**config.mk**
```make
export PLATFORM = sky130hd
export DESIGN_NAME = sq_multi_flat
export DESIGN_NICKNAME = d
export VERILOG_FILES = /design/src/rtl/sq_multi_if.sv /design/src/rtl/sq_multi.sv /design/src/flat_wrapper.sv
export SDC_FILE = /design/constraint.sdc
export NUM_CORES = 2
export LEC_CHECK = 0
export CAP_MARGIN = 20
export CORE_MARGIN = 8
export CORE_UTILIZATION = 40
export DETAILED_ROUTE_END_ITERATION = 10
export GPL_TIMING_DRIVEN = 0
export PLACE_DENSITY = 0.53
export SLEW_MARGIN = 20
export SYNTH_ARGS = -nofsm -noshare
export SYNTH_HDL_FRONTEND = slang
export SYNTH_SLANG_ARGS = --single-unit
```
**constraint.sdc**
```tcl
create_clock -name clock -period 38.2 [get_ports clock]
set_input_delay 5.73 -clock clock [delete_from_list [all_inputs] [get_ports clock]]
set_output_delay 5.73 -clock clock [all_outputs]
set_load 0.05 [all_outputs]
```
**src/rtl/sq_multi_if.sv**
```systemverilog
// D-cache store request channel of the multi-lane store queue.
// The queue drives the request; the cache answers with accept.
interface sq_multi_if;
  logic        dc_req_valid;
  logic [31:0] dc_req_addr;
  logic [1:0]  dc_req_size;
  logic [31:0] dc_req_data;
  logic        dc_req_accept;

  modport master (
    output dc_req_valid,
    output dc_req_addr,
    output dc_req_size,
    output dc_req_data,
    input  dc_req_accept
  );

  modport slave (
    input  dc_req_valid,
    input  dc_req_addr,
    input  dc_req_size,
    input  dc_req_data,
    output dc_req_accept
  );
endinterface

```
**src/rtl/sq_multi.sv**
```systemverilog
// Multi-lane store queue: wide enqueue/commit, indexed writeback,
// age-ordered store-to-load forwarding, tail-restore squash.
module sq_multi #(
  parameter int DISPATCH_WIDTH = 2,
  parameter int COMMIT_WIDTH   = 2,
  parameter int SQ_SIZE        = 16,
  parameter int ROB_IDX        = 6,
  parameter int IDX_WIDTH      = $clog2(SQ_SIZE),
  parameter int PW             = IDX_WIDTH + 1,
  parameter int FW             = $clog2(SQ_SIZE + 1),
  parameter int CW             = $clog2(COMMIT_WIDTH + 1)
) (
  input  logic clock,
  input  logic reset,
  input  logic [DISPATCH_WIDTH-1:0] enq_valid,
  input  logic [DISPATCH_WIDTH-1:0][1:0] enq_size,
  input  logic [DISPATCH_WIDTH-1:0][ROB_IDX-1:0] enq_rob_idx,
  output logic enq_ready,
  output logic [DISPATCH_WIDTH-1:0][PW-1:0] enq_sq_ptr,
  output logic [FW-1:0] free_num_slot,
  input  logic exe_valid,
  input  logic [PW-1:0] exe_sq_ptr,
  input  logic [31:0] exe_addr,
  input  logic [31:0] exe_data,
  input  logic [CW-1:0] commit_num,
  input  logic ld_valid,
  input  logic [31:0] ld_addr,
  input  logic [1:0] ld_size,
  input  logic [PW-1:0] ld_age_ptr,
  output logic fwd_hit,
  output logic [31:0] fwd_data,
  output logic fwd_stall,
  sq_multi_if.master dc,
  input  logic squash_valid,
  input  logic [PW-1:0] squash_tail
);

  typedef logic [IDX_WIDTH-1:0] idx_t;
  typedef logic [PW-1:0] ptr_t;

  logic              e_valid      [SQ_SIZE];
  logic [1:0]        e_size       [SQ_SIZE];
  logic [ROB_IDX-1:0] e_rob_idx   [SQ_SIZE];
  logic              e_addr_valid [SQ_SIZE];
  logic [31:0]       e_addr       [SQ_SIZE];
  logic [31:0]       e_data       [SQ_SIZE];
  logic              e_committed  [SQ_SIZE];

  ptr_t head, cmt, tail;
  ptr_t occ, span;
  logic [FW-1:0] cnt;
  logic do_enq, exe_ok, retire;
  idx_t head_idx, exe_idx;
  idx_t enq_idx [DISPATCH_WIDTH];
  idx_t cmt_idx [COMMIT_WIDTH];
  logic kill [SQ_SIZE];
  logic ovl  [SQ_SIZE];
  logic cov  [SQ_SIZE];

  function automatic logic [32:0] nbytes(input logic [1:0] sz);
    unique case (sz)
      2'd0:    nbytes = 33'd1;
      2'd1:    nbytes = 33'd2;
      default: nbytes = 33'd4;
    endcase
  endfunction

  assign occ           = tail - head;
  assign free_num_slot = FW'(SQ_SIZE) - FW'(occ);
  assign head_idx      = head[IDX_WIDTH-1:0];
  assign exe_idx       = exe_sq_ptr[IDX_WIDTH-1:0];
  assign span          = tail - squash_tail;

  always_comb begin
    cnt = '0;
    for (int l = 0; l < DISPATCH_WIDTH; l++) begin
      cnt           = cnt + FW'(enq_valid[l]);
      enq_sq_ptr[l] = tail + PW'(l);
      enq_idx[l]    = tail[IDX_WIDTH-1:0] + IDX_WIDTH'(l);
    end
    for (int k = 0; k < COMMIT_WIDTH; k++)
      cmt_idx[k] = cmt[IDX_WIDTH-1:0] + IDX_WIDTH'(k);
  end

  assign enq_ready = free_num_slot >= cnt;
  assign do_enq    = enq_ready && !squash_valid && (cnt != '0);

  // Squash range is [squash_tail, tail), measured as a wrap-safe offset.
  always_comb begin
    for (int i = 0; i < SQ_SIZE; i++) begin
      kill[i] = squash_valid &&
                ({1'b0, idx_t'(IDX_WIDTH'(i) - squash_tail[IDX_WIDTH-1:0])} < span);
    end
  end

  assign exe_ok = exe_valid && e_valid[exe_idx] && !kill[exe_idx];

  assign dc.dc_req_valid = e_valid[head_idx] && e_committed[head_idx] &&
                           e_addr_valid[head_idx];
  assign dc.dc_req_addr  = dc.dc_req_valid ? e_addr[head_idx] : '0;
  assign dc.dc_req_size  = dc.dc_req_valid ? e_size[head_idx] : '0;
  assign dc.dc_req_data  = dc.dc_req_valid ? e_data[head_idx] : '0;
  assign retire          = dc.dc_req_valid && dc.dc_req_accept;

  always_ff @(posedge clock) begin
    if (reset) begin
      head <= '0;
      cmt  <= '0;
      tail <= '0;
      for (int i = 0; i < SQ_SIZE; i++) begin
        e_valid[i]      <= 1'b0;
        e_addr_valid[i] <= 1'b0;
        e_committed[i]  <= 1'b0;
      end
    end else begin
      for (int l = 0; l < DISPATCH_WIDTH; l++) begin
        if (do_enq && enq_valid[l]) begin
          e_valid[enq_idx[l]]      <= 1'b1;
          e_size[enq_idx[l]]       <= enq_size[l];
          e_rob_idx[enq_idx[l]]    <= enq_rob_idx[l];
          e_addr_valid[enq_idx[l]] <= 1'b0;
          e_committed[enq_idx[l]]  <= 1'b0;
        end
      end
      if (exe_ok) begin
        e_addr[exe_idx]       <= exe_addr;
        e_data[exe_idx]       <= exe_data;
        e_addr_valid[exe_idx] <= 1'b1;
      end
      for (int k = 0; k < COMMIT_WIDTH; k++)
        if (CW'(k) < commit_num) e_committed[cmt_idx[k]] <= 1'b1;
      cmt <= cmt + PW'(commit_num);
      if (retire) begin
        e_valid[head_idx] <= 1'b0;
        head              <= head + 1'b1;
      end
      for (int i = 0; i < SQ_SIZE; i++)
        if (kill[i]) e_valid[i] <= 1'b0;
      if (squash_valid)
        tail <= squash_tail;
      else if (do_enq)
        tail <= tail + PW'(cnt);
    end
  end

  logic [32:0] ld_lo, ld_hi;
  assign ld_lo = {1'b0, ld_addr};
  assign ld_hi = ld_lo + nbytes(ld_size);

  always_comb begin
    for (int i = 0; i < SQ_SIZE; i++) begin
      ovl[i] = ({1'b0, e_addr[i]} < ld_hi) &&
               (ld_lo < {1'b0, e_addr[i]} + nbytes(e_size[i]));
      cov[i] = ({1'b0, e_addr[i]} <= ld_lo) &&
               ({1'b0, e_addr[i]} + nbytes(e_size[i]) >= ld_hi);
    end
  end

  ptr_t older, p;
  idx_t sel, pi;
  logic found;
  logic [1:0] off;
  logic [31:0] shifted, mask;

  // Walk from the youngest older store toward head; first relevant wins.
  always_comb begin
    older = ld_age_ptr - head;
    found = 1'b0;
    sel   = '0;
    p     = '0;
    pi    = '0;
    for (int j = 0; j < SQ_SIZE; j++) begin
      p  = ld_age_ptr - PW'(j + 1);
      pi = p[IDX_WIDTH-1:0];
      if (!found && (PW'(j) < older) && e_valid[pi] &&
          (!e_addr_valid[pi] || ovl[pi])) begin
        found = 1'b1;
        sel   = pi;
      end
    end
  end

  always_comb begin
    off     = ld_addr[1:0] - e_addr[sel][1:0];
    shifted = e_data[sel] >> {off, 3'b000};
    unique case (ld_size)
      2'd0:    mask = 32'h0000_00FF;
      2'd1:    mask = 32'h0000_FFFF;
      default: mask = 32'hFFFF_FFFF;
    endcase
    fwd_hit   = 1'b0;
    fwd_stall = 1'b0;
    fwd_data  = '0;
    if (ld_valid && found) begin
      if (!e_addr_valid[sel] || !cov[sel]) begin
        fwd_stall = 1'b1;
      end else begin
        fwd_hit  = 1'b1;
        fwd_data = shifted & mask;
      end
    end
  end

endmodule

```
**src/flat_wrapper.sv**
```systemverilog
// flat-port wrapper written by rule: the top's interface ports become plain ports
module sq_multi_flat 
#(
  parameter int DISPATCH_WIDTH = 2,
  parameter int COMMIT_WIDTH   = 2,
  parameter int SQ_SIZE        = 16,
  parameter int ROB_IDX        = 6,
  parameter int IDX_WIDTH      = $clog2(SQ_SIZE),
  parameter int PW             = IDX_WIDTH + 1,
  parameter int FW             = $clog2(SQ_SIZE + 1),
  parameter int CW             = $clog2(COMMIT_WIDTH + 1)
)
  (clock, reset, enq_valid, enq_size, enq_rob_idx, enq_ready, enq_sq_ptr, free_num_slot, exe_valid, exe_sq_ptr, exe_addr, exe_data, commit_num, ld_valid, ld_addr, ld_size, ld_age_ptr, fwd_hit, fwd_data, fwd_stall, squash_valid, squash_tail, dc_dc_req_valid, dc_dc_req_addr, dc_dc_req_size, dc_dc_req_data, dc_dc_req_accept);
  sq_multi_if dc_i ();
  input  logic clock;
  input  logic reset;
  input  logic [DISPATCH_WIDTH-1:0] enq_valid;
  input  logic [DISPATCH_WIDTH-1:0][1:0] enq_size;
  input  logic [DISPATCH_WIDTH-1:0][ROB_IDX-1:0] enq_rob_idx;
  output logic enq_ready;
  output logic [DISPATCH_WIDTH-1:0][PW-1:0] enq_sq_ptr;
  output logic [FW-1:0] free_num_slot;
  input  logic exe_valid;
  input  logic [PW-1:0] exe_sq_ptr;
  input  logic [31:0] exe_addr;
  input  logic [31:0] exe_data;
  input  logic [CW-1:0] commit_num;
  input  logic ld_valid;
  input  logic [31:0] ld_addr;
  input  logic [1:0] ld_size;
  input  logic [PW-1:0] ld_age_ptr;
  output logic fwd_hit;
  output logic [31:0] fwd_data;
  output logic fwd_stall;
  input  logic squash_valid;
  input  logic [PW-1:0] squash_tail;
  output wire logic [$bits(dc_i.dc_req_valid)-1:0] dc_dc_req_valid;
  output wire logic [$bits(dc_i.dc_req_addr)-1:0] dc_dc_req_addr;
  output wire logic [$bits(dc_i.dc_req_size)-1:0] dc_dc_req_size;
  output wire logic [$bits(dc_i.dc_req_data)-1:0] dc_dc_req_data;
  input wire logic [$bits(dc_i.dc_req_accept)-1:0] dc_dc_req_accept;
  assign dc_dc_req_valid = dc_i.dc_req_valid;
  assign dc_dc_req_addr = dc_i.dc_req_addr;
  assign dc_dc_req_size = dc_i.dc_req_size;
  assign dc_dc_req_data = dc_i.dc_req_data;
  assign dc_i.dc_req_accept = dc_dc_req_accept;
  sq_multi #(.DISPATCH_WIDTH(DISPATCH_WIDTH), .COMMIT_WIDTH(COMMIT_WIDTH), .SQ_SIZE(SQ_SIZE), .ROB_IDX(ROB_IDX), .IDX_WIDTH(IDX_WIDTH), .PW(PW), .FW(FW), .CW(CW)) u_core (.clock(clock), .reset(reset), .enq_valid(enq_valid), .enq_size(enq_size), .enq_rob_idx(enq_rob_idx), .enq_ready(enq_ready), .enq_sq_ptr(enq_sq_ptr), .free_num_slot(free_num_slot), .exe_valid(exe_valid), .exe_sq_ptr(exe_sq_ptr), .exe_addr(exe_addr), .exe_data(exe_data), .commit_num(commit_num), .ld_valid(ld_valid), .ld_addr(ld_addr), .ld_size(ld_size), .ld_age_ptr(ld_age_ptr), .fwd_hit(fwd_hit), .fwd_data(fwd_data), .fwd_stall(fwd_stall), .dc(dc_i), .squash_valid(squash_valid), .squash_tail(squash_tail));
endmodule
```
==> impl_summary.md <==
Final layout
Leaving out fill and tap cells, the most frequent cell in the layout is sky130_fd_sc_hd__ha_1. The post-layout net count is 14.2k. The filler cells instantiated in the layout total 26.3k. In the layout the commonest cells are sky130_fd_sc_hd__ha_1, sky130_fd_sc_hd__edfxtp_1, sky130_fd_sc_hd__a21oi_1. The non-filler instance count after layout is 15.8k. The relative area change from synthesis to final layout is 14.7%. In the final layout, the share of cells above drive strength 1 is 0.109. The total area of multi-input combinational cells is 0.0769 mm². The storage element area is 0.0330 mm².

Clock network
The TritonCTS clock tree is done. Gates resized during post-CTS repair numbered 0. Clock tree synthesis selected as its root buffer the cell sky130_fd_sc_hd__clkbuf_16.

In this run the deepest clock path goes through 4 buffers. In this run the number of H-tree levels came out at 4. The number of clock sinks is 1122.

At the later pin of the worst-skew pair, clock insertion delay measures 0.85 ns. The post-CTS setup buffer count is 0. The clock edge transition at the registers on the reported setup and hold paths is 0.06 ns. Buffers inserted during clock tree synthesis total 155.

The hold buffer count at cts is 0.

Power and ir drop
The clock group share of total power is 0.360. The leakage power is 53.4 nW. Summed over all nets, the switching power comes to 1.49 mW. The combinational cell fraction of total power is 0.306. The worst supply voltage drop on vdd is 0.0000355 V.

The total internal power is 2.56 mW. The proportion of total power due to net switching is 0.369. The power density relative to cell area is 31.2 mW/mm². The sequential fraction of design power is 0.334.

Floorplanning
The die covers 0.300 mm². The area of the core is 0.282 mm². The initial utilization of the core area, before any placement, comes to 0.402. The floorplan die height is 548 µm. The die width is 548 µm. The initialized floorplan defines 195 standard-cell rows. During I/O placement, the number of pins put on the boundary was 256.

STA
The number of max-slew violations in the final report was 0. The number of failing hold endpoints at the final stage is 0. The worst path needs 30.75 ns of the cycle, external delays included. Setup repair after global routing left no endpoint under its margin. Setup violations remaining at the end of the flow were counted as 0.

Once routing completed, OpenROAD measured the worst setup slack at 7.45 ns. The ratio of final minimum period to clock period is 0.805. The clock tree skew after final layout is 0.0579 ns. Hold timing on the final database bottoms out at a slack of 0.460 ns. For the pin with the worst max-slew slack, the measured transition is 1.30 ns. Adding up every negative setup slack in the final design gives 0 ns. The relative max-transition margin is 0.134. Based on the critical path, the design can be clocked at up to 32.5 MHz.

Flow run
The count of maximum capacitance violations is 0.

Worst setup path
At the worst endpoint, the required time is 32.47 ns. STA classifies the critical path endpoint as an output port. The worst path arrival time is 25.02 ns. STA classifies the critical path startpoint as a primary input.

The number of cells on the worst reg-to-reg path is 23. Among all stages on the critical path, the largest delay is contributed by sky130_fd_sc_hd__nor2_1. The delay of the slowest cell on the worst path is 1.01 ns. The critical path in this run is classified as in -> out. In this run the worst path has a maximum fanout of 11.

Worst hold path
The min-delay analysis places its worst path in the category reg -> reg. The cell depth of the worst hold path is 2.

Global route
The number of global-route vias before repair was 103k. The total grt overflow is 0. The initial antenna violation count came to 41. Across every metal layer, demand over resource in global routing totals 0.377. The first global-routing pass estimated 800000 µm of wire. The maximum number of pins on one net before global-route repair is 36.

Yosys
In the post-synthesis netlist, the biggest area contributors are sky130_fd_sc_hd__edfxtp_1, sky130_fd_sc_hd__ha_1, sky130_fd_sc_hd__mux4_2. The sequential area share after synthesis is 0.292. The synthesized instance count is 11.2k. The number of nets in the synthesized netlist is 13.5k. The share of synthesized area in the top cell type comes to 0.280. The number of library cell types mapped by synthesis is 114.

For this run, the leading register cell type out of synthesis is sky130_fd_sc_hd__edfxtp_1. The synthesized design contains 1122 register bits. The number of enable-type register cells in the synthesized netlist is 1056.

During synthesis, Yosys emitted a total of 0 warnings. In this run the cell area of the synthesized design comes to 0.113 mm². In this run the mean area of a mapped cell was 10.1 µm².

For this run, asynchronously set or reset flops after synthesis account for 0. Summed over all instances, the cell type with the most area after synthesis is sky130_fd_sc_hd__edfxtp_1.

Route
Across all layers, the routed design uses 105k vias. In the final routed layout, each cell accounts on average for 37.4 µm. The per-cell via count in the routed design is 6.64. The final layout contains routed wiring with a total length of 591000 µm. The DRC violation count after routing is 0. In this run the remaining antenna-violating nets after routing total 0. The first routing iteration left 12.8k violations. The first TritonRoute pass finished after 7 iterations.

Place
The final estimated routing congestion in global placement is 1.02. Timing analysis after detailed placement gives a worst setup slack of 8.04 ns. The final HPWL from detailed placement is 473000 µm. The number of buffers added on ports is 242. Once placement completed, the tool counted placed cells totaling 15.5k.

Outcome
The flow ran to the end, and the final reports show no timing, DRC or antenna violations.
flip-flops by register name, indices dropped and copies added, names as in the netlist, named ones only:
signal and flops:
u_core.e_addr 512, u_core.e_data 512, u_core.e_size 32, u_core.e_addr_valid 16, u_core.e_committed 16, u_core.e_valid 16, u_core.head 5, u_core.tail 5
u_core.cmt 4
layer usage:
metal,vias to the layer above,share of wire,global-route usage
met4,8,0.11,0.323
met1,52105,0.37,0.440
met3,1741,0.093,0.0889
li1,44991,-,-
met5,-,0.000096,0
met2,6154,0.43,0.585
final timing paths:
path,slack [ns],startpoint,to
setup / recovery,7.45,ld_size[1],fwd_data[11]
hold / removal,0.46,u_core.e_committed[2],u_core.e_committed[2]
setup reg to reg,31.31,u_core.tail[0],u_core.e_addr[1][25]
hold reg to reg,0.46,u_core.e_committed[2],u_core.e_committed[2]
Yosys cell counts (242+ instances only):
library cell	n
sky130_fd_sc_hd__ha_1	2158
sky130_fd_sc_hd__edfxtp_1	1056
sky130_fd_sc_hd__a21oi_1	766
sky130_fd_sc_hd__inv_1	690
sky130_fd_sc_hd__nand2_1	653
sky130_fd_sc_hd__o21ai_0	597
sky130_fd_sc_hd__nand4_1	537
sky130_fd_sc_hd__nor2_1	463
sky130_fd_sc_hd__nand3_1	393
sky130_fd_sc_hd__mux4_2	392
sky130_fd_sc_hd__xnor2_1	311
sky130_fd_sc_hd__nor2b_1	304
sky130_fd_sc_hd__a21o_1	301
sky130_fd_sc_hd__clkbuf_1	247
sky130_fd_sc_hd__xor2_1	242
area by class of cell:
class                   instances  share of cell area
inverters                     697              0.0202
clock buffers                 185              0.0313
multi-input cells            9079               0.592
clock inverters                77             0.00593
flip-flops and latches       1122               0.254
diodes                         35            0.000674
plain buffers                 323              0.0104
well taps                    3743              0.0361
repair buffers                550              0.0490
metrics by stage:
step	util	power (mW)	instance area, µm²
after global routing	0.461	4.14	130000
after CTS	0.461	4.02	130000
after global placement	0.427	2.52	120000
after detailed placement	0.443	2.57	125000
final	0.461	4.05	130000
after floorplan	-	2.00	113000
kinds of logic (layout without fill, tap and decap cells):
| family | after synthesis | after routing | share of synthesized area |
|---|---|---|---|
| DFF | 1122 | 1122 | 0.292 |
| and+or+nand+nor | 3250 | 3250 | 0.154 |
| other | 0 | 35 | 0 |
| buffers and inverters | 1020 | 1832 | 0.0343 |
| adders and majority gates | 2180 | 2180 | 0.242 |
| muxes | 530 | 530 | 0.0907 |
| AOI/OAI and AO/OA | 2566 | 2566 | 0.144 |
| xor gates and xnor gates | 553 | 553 | 0.0428 |
critical path, delay by kind of cell:
family	cells	cell delay [ns]
buf+inv	11	6.10
mux	1	0.16
fa+ha+maj	3	0.78
compound gates	13	4.48
simple gates	20	6.52
xor+xnor	2	1.09
power by group through the flow:
stage	Combinational, mW	Sequential, mW	Clock, mW
after floorplan	0.621	1.38	0
after global placement	1.14	1.38	0
after detailed placement	1.20	1.38	0
after CTS	1.20	1.35	1.46
after global routing	1.29	1.35	1.50
final	1.24	1.35	1.46
Note: power is estimated with default switching activity, not from simulation.
